==> src/rtl/sr_latch_driver.sv <==
// sr_latch_driver
//   Upstream driver for a gated SR latch. Each raw push button passes through a
//   2-flop synchroniser and a debouncer. The rising edge of a button's accepted
//   level becomes a request. Requests are turned into one well-formed latch
//   command: the selected line is set up with enable low, then enable is pulsed,
//   then the line is held for one cycle. Requests for set and reset that are
//   both pending are discarded together, so the latch never sees both lines high.
//
//   Optional feature macro: STATUS_COUNT_EN adds the commandCount port. It counts
//   completed commands modulo 2^COUNT_WIDTH.
//
// Ports
//   clock        in   system clock, rising edge
//   reset        in   synchronous active-high reset
//   setButton    in   raw asynchronous set button
//   resetButton  in   raw asynchronous reset button
//   latchEnable  out  latch enable
//   latchSet     out  latch set line
//   latchReset   out  latch reset line
//   busy         out  high while a command is in flight
//   conflict     out  1-cycle pulse when simultaneous set+reset requests are dropped
//   commandCount out  completed command count (STATUS_COUNT_EN only)
module sr_latch_driver #(
  parameter int unsigned DEBOUNCE_CYCLES = 4,
  parameter int unsigned SETUP_CYCLES    = 1,
  parameter int unsigned PULSE_CYCLES    = 2
`ifdef STATUS_COUNT_EN
  , parameter int unsigned COUNT_WIDTH   = 8
`endif
) (
  input  logic clock,
  input  logic reset,
  input  logic setButton,
  input  logic resetButton,
  output logic latchEnable,
  output logic latchSet,
  output logic latchReset,
  output logic busy,
  output logic conflict
`ifdef STATUS_COUNT_EN
  , output logic [COUNT_WIDTH-1:0] commandCount
`endif
);

  localparam int unsigned DB_W      = $clog2(DEBOUNCE_CYCLES + 1);
  localparam int unsigned MAX_PHASE = (SETUP_CYCLES > PULSE_CYCLES) ? SETUP_CYCLES : PULSE_CYCLES;
  localparam int unsigned PH_W      = $clog2(MAX_PHASE + 1);

  localparam logic [DB_W-1:0] DB_LAST    = DB_W'(DEBOUNCE_CYCLES - 1);
  localparam logic [PH_W-1:0] SETUP_LOAD = PH_W'(SETUP_CYCLES - 1);
  localparam logic [PH_W-1:0] PULSE_LOAD = PH_W'(PULSE_CYCLES - 1);

  typedef enum logic [1:0] {IDLE, SETUP, PULSE, HOLD} state_t;
  typedef enum logic {CMD_SET, CMD_RESET} cmd_t;

  // Bit 0 carries the set button, bit 1 the reset button.
  logic [1:0]      buttons;
  logic [1:0]      sync1, sync2, level, req;
  logic [1:0]      pending, pending_clr;
  logic [DB_W-1:0] db_cnt [2];

  state_t          state, state_n;
  cmd_t            cmd, cmd_n;
  logic [PH_W-1:0] ph, ph_n;
  logic            conflict_n;

  assign buttons = {resetButton, setButton};

  // A request is the accepting sample of a 0->1 level change. It lands in the
  // pending flag on the same edge that the accepted level updates.
  always_comb begin
    req = '0;
    for (int unsigned b = 0; b < 2; b++) begin
      req[b] = sync2[b] && !level[b] && (db_cnt[b] == DB_LAST);
    end
  end

  always_ff @(posedge clock) begin
    if (reset) begin
      sync1 <= '0;
      sync2 <= '0;
      level <= '0;
      for (int unsigned b = 0; b < 2; b++) begin
        db_cnt[b] <= '0;
      end
    end else begin
      sync1 <= buttons;
      sync2 <= sync1;
      for (int unsigned b = 0; b < 2; b++) begin
        if (sync2[b] == level[b]) begin
          db_cnt[b] <= '0;
        end else if (db_cnt[b] == DB_LAST) begin
          level[b]  <= sync2[b];
          db_cnt[b] <= '0;
        end else begin
          db_cnt[b] <= db_cnt[b] + 1'b1;
        end
      end
    end
  end

  always_comb begin
    state_n     = state;
    cmd_n       = cmd;
    ph_n        = ph;
    pending_clr = '0;
    conflict_n  = 1'b0;
    case (state)
      IDLE: begin
        if (&pending) begin
          pending_clr = '1;
          conflict_n  = 1'b1;
        end else if (pending[0]) begin
          pending_clr = 2'b01;
          cmd_n       = CMD_SET;
          state_n     = SETUP;
          ph_n        = SETUP_LOAD;
        end else if (pending[1]) begin
          pending_clr = 2'b10;
          cmd_n       = CMD_RESET;
          state_n     = SETUP;
          ph_n        = SETUP_LOAD;
        end
      end
      SETUP: begin
        if (ph == '0) begin
          state_n = PULSE;
          ph_n    = PULSE_LOAD;
        end else begin
          ph_n = ph - 1'b1;
        end
      end
      PULSE: begin
        if (ph == '0) begin
          state_n = HOLD;
          ph_n    = '0;
        end else begin
          ph_n = ph - 1'b1;
        end
      end
      HOLD:    state_n = IDLE;
      default: state_n = IDLE;
    endcase
  end

  // Outputs are registered from the next-state decode so they change only on
  // the clock edge and line up exactly with the state register.
  always_ff @(posedge clock) begin
    if (reset) begin
      state       <= IDLE;
      cmd         <= CMD_SET;
      ph          <= '0;
      pending     <= '0;
      latchEnable <= 1'b0;
      latchSet    <= 1'b0;
      latchReset  <= 1'b0;
      busy        <= 1'b0;
      conflict    <= 1'b0;
    end else begin
      state       <= state_n;
      cmd         <= cmd_n;
      ph          <= ph_n;
      pending     <= (pending & ~pending_clr) | req;
      latchEnable <= (state_n == PULSE);
      latchSet    <= (state_n != IDLE) && (cmd_n == CMD_SET);
      latchReset  <= (state_n != IDLE) && (cmd_n == CMD_RESET);
      busy        <= (state_n != IDLE);
      conflict    <= conflict_n;
    end
  end

`ifdef STATUS_COUNT_EN
  // HOLD always returns to IDLE, so being in HOLD marks a completed command.
  always_ff @(posedge clock) begin
    if (reset) begin
      commandCount <= '0;
    end else if (state == HOLD) begin
      commandCount <= commandCount + 1'b1;
    end
  end
`endif

endmodule

==> config.mk <==
export PLATFORM = sky130hd
export DESIGN_NAME = sr_latch_driver
export DESIGN_NICKNAME = d
export VERILOG_FILES = /design/src/rtl/sr_latch_driver.sv
export SDC_FILE = /design/constraint.sdc
export NUM_CORES = 1
export LEC_CHECK = 0
export BUFFER_PORTS_ARGS = -buffer_cell sky130_fd_sc_hd__buf_2
export CAP_MARGIN = 0
export CORE_MARGIN = 4
export CORE_UTILIZATION = 56
export CTS_CLUSTER_SIZE = 25
export DETAILED_ROUTE_END_ITERATION = 16
export PLACE_DENSITY = 0.72
export SETUP_SLACK_MARGIN = 0.15
export SLEW_MARGIN = 40
export SYNTH_ARGS = -nofsm -noshare
export SYNTH_HDL_FRONTEND = slang
export SYNTH_SLANG_ARGS = --single-unit
==> constraint.sdc <==
create_clock -name clock -period 1.95 [get_ports clock]
set_input_delay 0.0975 -clock clock [delete_from_list [all_inputs] [get_ports clock]]
set_output_delay 0.0975 -clock clock [all_outputs]
set_load 0.01 [all_outputs]
Word level (Yosys, flattened, before mapping)
Memory sizes are Yosys's and may differ from the RTL's.
Cells that the tools add are included.
- $add $sub $neg: 3
- multiply operators: 0
- divide/modulo/power cells: 0
- order comparisons: 0
- equality and inequality tests: 10
- shift operators: 0
- multiplexer cells: 51
- bitwise logic cells: 13
- reductions and logical operators: 17
- operators with widths (kind ; count):
    1-bit two-way mux ; 29
    2-bit two-way mux ; 14
    3-bit two-way mux ; 6
    2-bit one-hot mux with 4 select lines ; 1
    3-bit by 1-bit adder with 3-bit output (second input constant) ; 2
    2-bit equality test (second input constant) ; 3
    3-bit by 2-bit equality test with 1-bit output (second input constant) ; 2
    1-bit logical AND ; 6
    1-bit OR ; 6
    2-bit one-hot mux with 3 select lines ; 1
    2-bit AND reduction ; 3
    2-bit logical NOT ; 2
    1-bit inverter ; 4
    3-bit inequality test (second input constant) ; 1
    3-bit AND reduction ; 1
    3-bit nonzero test ; 1
    2-bit AND ; 1
    1-bit equality test ; 2
    2-bit by 1-bit equality test with 1-bit output (second input constant) ; 1
    1-bit logical NOT ; 2
    2-bit inequality test (second input constant) ; 1
    2-bit inverter ; 1
    2-bit OR ; 1
    2-bit nonzero test ; 1
    other kinds (2) ; 2
- bits in registers: 18
- latch bits: 0
- memory bits (writable): 6
- memory bits (read-only): 0
- bits of input ports: 4
- output and inout bits: 5
- word-level logic and storage cells: 108
- memories kept: 1
- memory list (name ; words ; width ; rd ports ; clocked after Yosys merged registers in ; wr ports ; line ; source):
    db_cnt ; 2 ; 3 ; 2 ; 0 ; 2 ; 60 ; logic [DB_W-1:0] db_cnt [2];

Depth between registers and ports, before layout
- depth after elaboration: 7
- gate-level depth with buffers: 7
- gate-level depth less buffers: 6

Least setup slack after synthesis
Ideal clock, no wire load.
- kind: register to register
- from: reg state[0]
- to: reg latchReset
- setup time: 124 ps
- arrival: 1283 ps
- data required time: 1826 ps
- setup slack: 543 ps
- stages on the path, launching flop included: 7
- buffers on the path: 1
- clock period less this slack: 1407 ps
- path through: dfxtp_1 -> inv_1 -> ha_1 -> buf_2 -> a211o_1 -> a32oi_1 -> nor2_1
- cells in the longest elaborated chain, start to end: 6
- elaborated cells between the ends (all ways): 13
- classes of those cells: eq/ne: 3; mux: 7; reduce/logical: 3
- ends and longest elaborated chain (element ; line ; source):
    start, declared ; 62 ; state_t state, state_n;
    start signal, assigned ; 160 ; state <= state_n;
    2-bit two-way mux ; 118 ; end else if (pending[1]) begin
    2-bit two-way mux ; 113 ; end else if (pending[0]) begin
    2-bit two-way mux ; 110 ; if (&pending) begin
    2-bit one-hot mux with 4 select lines ; 108 ; case (state)
    2-bit nonzero test ; 166 ; latchReset <= (state_n != IDLE) && (cmd_n == CMD_RESET);
    1-bit logical AND * ; 166 ;
    end signal, assigned ; 166 ;
    end, declared ; 37 ; output logic latchReset,
Every way passes the cells marked *; elsewhere a longest branch is shown, timed or not.
A chain may end at the register's enable or synchronous reset.

Final worst setup path
- from: reg state[0]
- to: reg latchSet
- cells in the longest elaborated chain, start to end: 6
- elaborated cells between the ends (all ways): 14
- classes of those cells: eq/ne: 3; mux: 7; bitwise: 1; reduce/logical: 3
- ends and longest elaborated chain (element ; line ; source):
    2-bit two-way mux ; 118 ;
    2-bit two-way mux ; 113 ;
    2-bit two-way mux ; 110 ;
    2-bit one-hot mux with 4 select lines ; 108 ;
    2-bit nonzero test ; 165 ; latchSet <= (state_n != IDLE) && (cmd_n == CMD_SET);
    1-bit logical AND * ; 165 ;
    end signal, assigned ; 165 ;
    end, declared ; 36 ; output logic latchSet,
Marked as above.

==> impl_metrics.yaml <==
worst_hold_path:
  hold_depth: 2
  min_path_type: "in -> reg"
routing:
  drt_first_pass_iters: 4
  via_per_inst: 4.98
  avgRoutedWirePerCell_um: 10.5
  drc: 0
  vias: 707
  finalWirelength_um: 1490
  drtIter0Drc: 7
  ant_nets: 0
critical_path:
  startpoint: "state[0]"
  worstSetupStartpointType: "flop"
  required_ns: 2.21
  regToRegSetupSlack_ns: 0.40
  worstReg2RegStart: "state[0]"
  reg2regPathDepth: 6
  worstSetupPathType: "reg -> reg"
  critPathMaxFanout: 9
  arrival_ns: 1.81
  reg2reg_to: "latchSet"
  worst_setup_path_end_kind: "flop"
  cp-endpoint: "latchSet"
sta:
  hold_viol: 0
  finalSetupViolCount: 0
  slew_violations: 0
  finClkSkew_ns: 0.0110
  rsz0062_at_grt: "no"
  fmax_mhz: 646
  min_period_over_period_pct: 79.4
  finalSetupTns_ns: 0
  period_needed_ns: 1.55
placed_design:
  gp_congestion: 0.785
  io_buffers: 8
  place_hpwl_um: 1120
floorplanning:
  start_util_pct: 60.4
  placementRows: 15
  core_mm2: 0.00176
  dieArea_mm2: 0.00266
  dieWidth_um: 51.6
  io_pins: 9
  die_h_um: 51.6
synthesis:
  async_flop_share_pct: 0
  netlist_instances: 102
  yosysTopAreaCell: "dfxtp_1"
  syn_area_mm2: 0.00106
  avgSynthCellArea_um2: 10.4
  yosysMostFrequentCell: "dfxtp_1"
  synth_common_cells: "dfxtp_1, inv_1, ha_1"
  synth_warnings: 0
  synth_area_leaders: "dfxtp_1, edfxtp_1, ha_1, inv_1, nor2b_1"
  ys_types: 32
  ys.flop_type: "dfxtp_1"
  post-synth-top-area-fraction_pct: 33.8
  synth_edf_count: 6
  synth-seq-cells: 24
  ys_seq_area_share_pct: 50.8
cts:
  root_buffer: "clkbuf_4"
  cts_repair_resize_count: 0
  clock_latency_ns: 0.31
  cts_tree: "done"
  clk_pin_slew_ns: 0.13
  clock_path_buffers: 2
  htree_levels: 1
  cts.sinks: 24
  cts_buffers: 3
pwr:
  p_leak_uw: 0.000563
  vdd.ir_drop.worst_v: 0.000887
  power.share.clock_pct: 24.6
  combPwrFrac_pct: 33.5
  swShare_pct: 32.2
  p_seq_share_pct: 41.9
  switchingPower_uw: 461
  finalPower_uw: 1430
  internal_power_uw: 972
  powerDensity_mw_per_mm2: 1190
global_route:
  grt_max_degree: 21
  grt.overflow.total: 0
  grt_pass1_wl_um: 2860
  first_global_vias: 702
  antenna_found_initial: 0
  grtUsageTotal_pct: 13.7
final_layout:
  fin_nets: 132
  syn_to_final_growth_pct: 12.8
  insertedDiodeCount: 0
  drive_gt1_share_pct: 13.7
  utilization_pct: 68.1
outcome:
  outcome: "complete, no violations"
job:
  max-cap-violations: 0
[repair_timing]
item,CTS,global route
setup buffers,0,0
hold buffers,1,0
endpoints found under the hold margin,1,0
[registers in the layout (all words and copies together), names as in the netlist, 2 cells and up]
name     count
db_cnt       6
level        2
pending      2
ph           2
state        2
sync1        2
sync2        2
[kinds of logic after synthesis]
| kind of cell | share of synthesized area (%) |
|---|---|
| buffers and inverters | 5.76 |
| multiplexers | 0.940 |
| other | 0.352 |
| adder cells (fa/ha/maj) | 11.8 |
| flip-flops | 50.8 |
| XOR/XNOR | 1.65 |
| AND/OR/NAND/NOR | 15.0 |
| AO/OA/AOI/OAI | 13.7 |
[worst max-delay path: stages, from the launching register on]
cell	delay (ns)
dfxtp_1	0.34
inv_1	0.15
ha_1	0.35
nor3_1	0.09
a211oi_1	0.30
a32oi_1	0.13
nor2b_1	0.14
[per-stage QoR]
| step | hold WS [ns] | cells | cell area, µm² | setup WS (ns) |
|---|---|---|---|---|
| 6_report | 0.0148 | 142 | 1200 | 0.402 |
| 2_1_floorplan | 0.226 | 107 | 1080 | 0.543 |
| 5_1_grt | 0.0269 | 142 | 1200 | 0.164 |
| 3_5_place_dp | 0.325 | 137 | 1140 | 0.413 |
| 3_3_place_gp | 0.312 | 137 | 1140 | 0.468 |
| 4_1_cts | 0.0116 | 142 | 1200 | 0.379 |
[cell usage in the layout, fill, tap and decap left out, drive strengths merged, types with 2 or more instances in the layout]
master / Yosys / routed
dfxtp: 18 / 18
inv: 12 / 12
ha: 10 / 10
buf: 2 / 8
nor2: 7 / 7
edfxtp: 6 / 6
conb: 1 / 6
nor2b: 5 / 5
a21oi: 5 / 5
a22oi: 4 / 4
nor4: 4 / 4
a31oi: 3 / 3
nand2: 3 / 3
clkbuf: 1 / 3
o21ai: 2 / 2
nor3b: 2 / 2
o211a: 2 / 2
nor4b: 2 / 2
[routing by layer]
layer / GRT usage (%) / vias up / wire [µm]
li1: - / 381 / -
met1: 17.7 / 318 / 714
met2: 23.3 / 8 / 730
met3: 3.44 / 0 / 41
met4: 2.62 / 0 / 0
met5: 0 / - / 0
[worst min-delay path by stage]
stage / startpoint / to / slack, ns
4_1_cts: resetButton / sync1[1] / 0.01
3_5_place_dp: setButton / sync1[0] / 0.32
3_3_place_gp: setButton / sync1[0] / 0.31
5_1_grt: resetButton / sync1[1] / 0.03
2_1_floorplan: setButton / sync1[0] / 0.23
6_report: resetButton / sync1[1] / 0.01
[layout make-up]
class                      instances  area [µm²]
sequential                        24         541
tap                               25        31.3
multi-input combinational         68         482
clock buffer                       3        22.5
inverter                          12        45.0
clock inverter                     1        30.0
fill                             148         563
timing repair buffer               9        50.0
[power groups by stage]
stage | combinational [µW] | clock [µW] | sequential (µW)
6_report | 480 | 353 | 600
5_1_grt | 559 | 383 | 608
4_1_cts | 485 | 363 | 602
3_5_place_dp | 479 | 0 | 613
3_3_place_gp | 471 | 0 | 610
2_1_floorplan | 362 | 0 | 624
(Power assumes the default switching activity.)
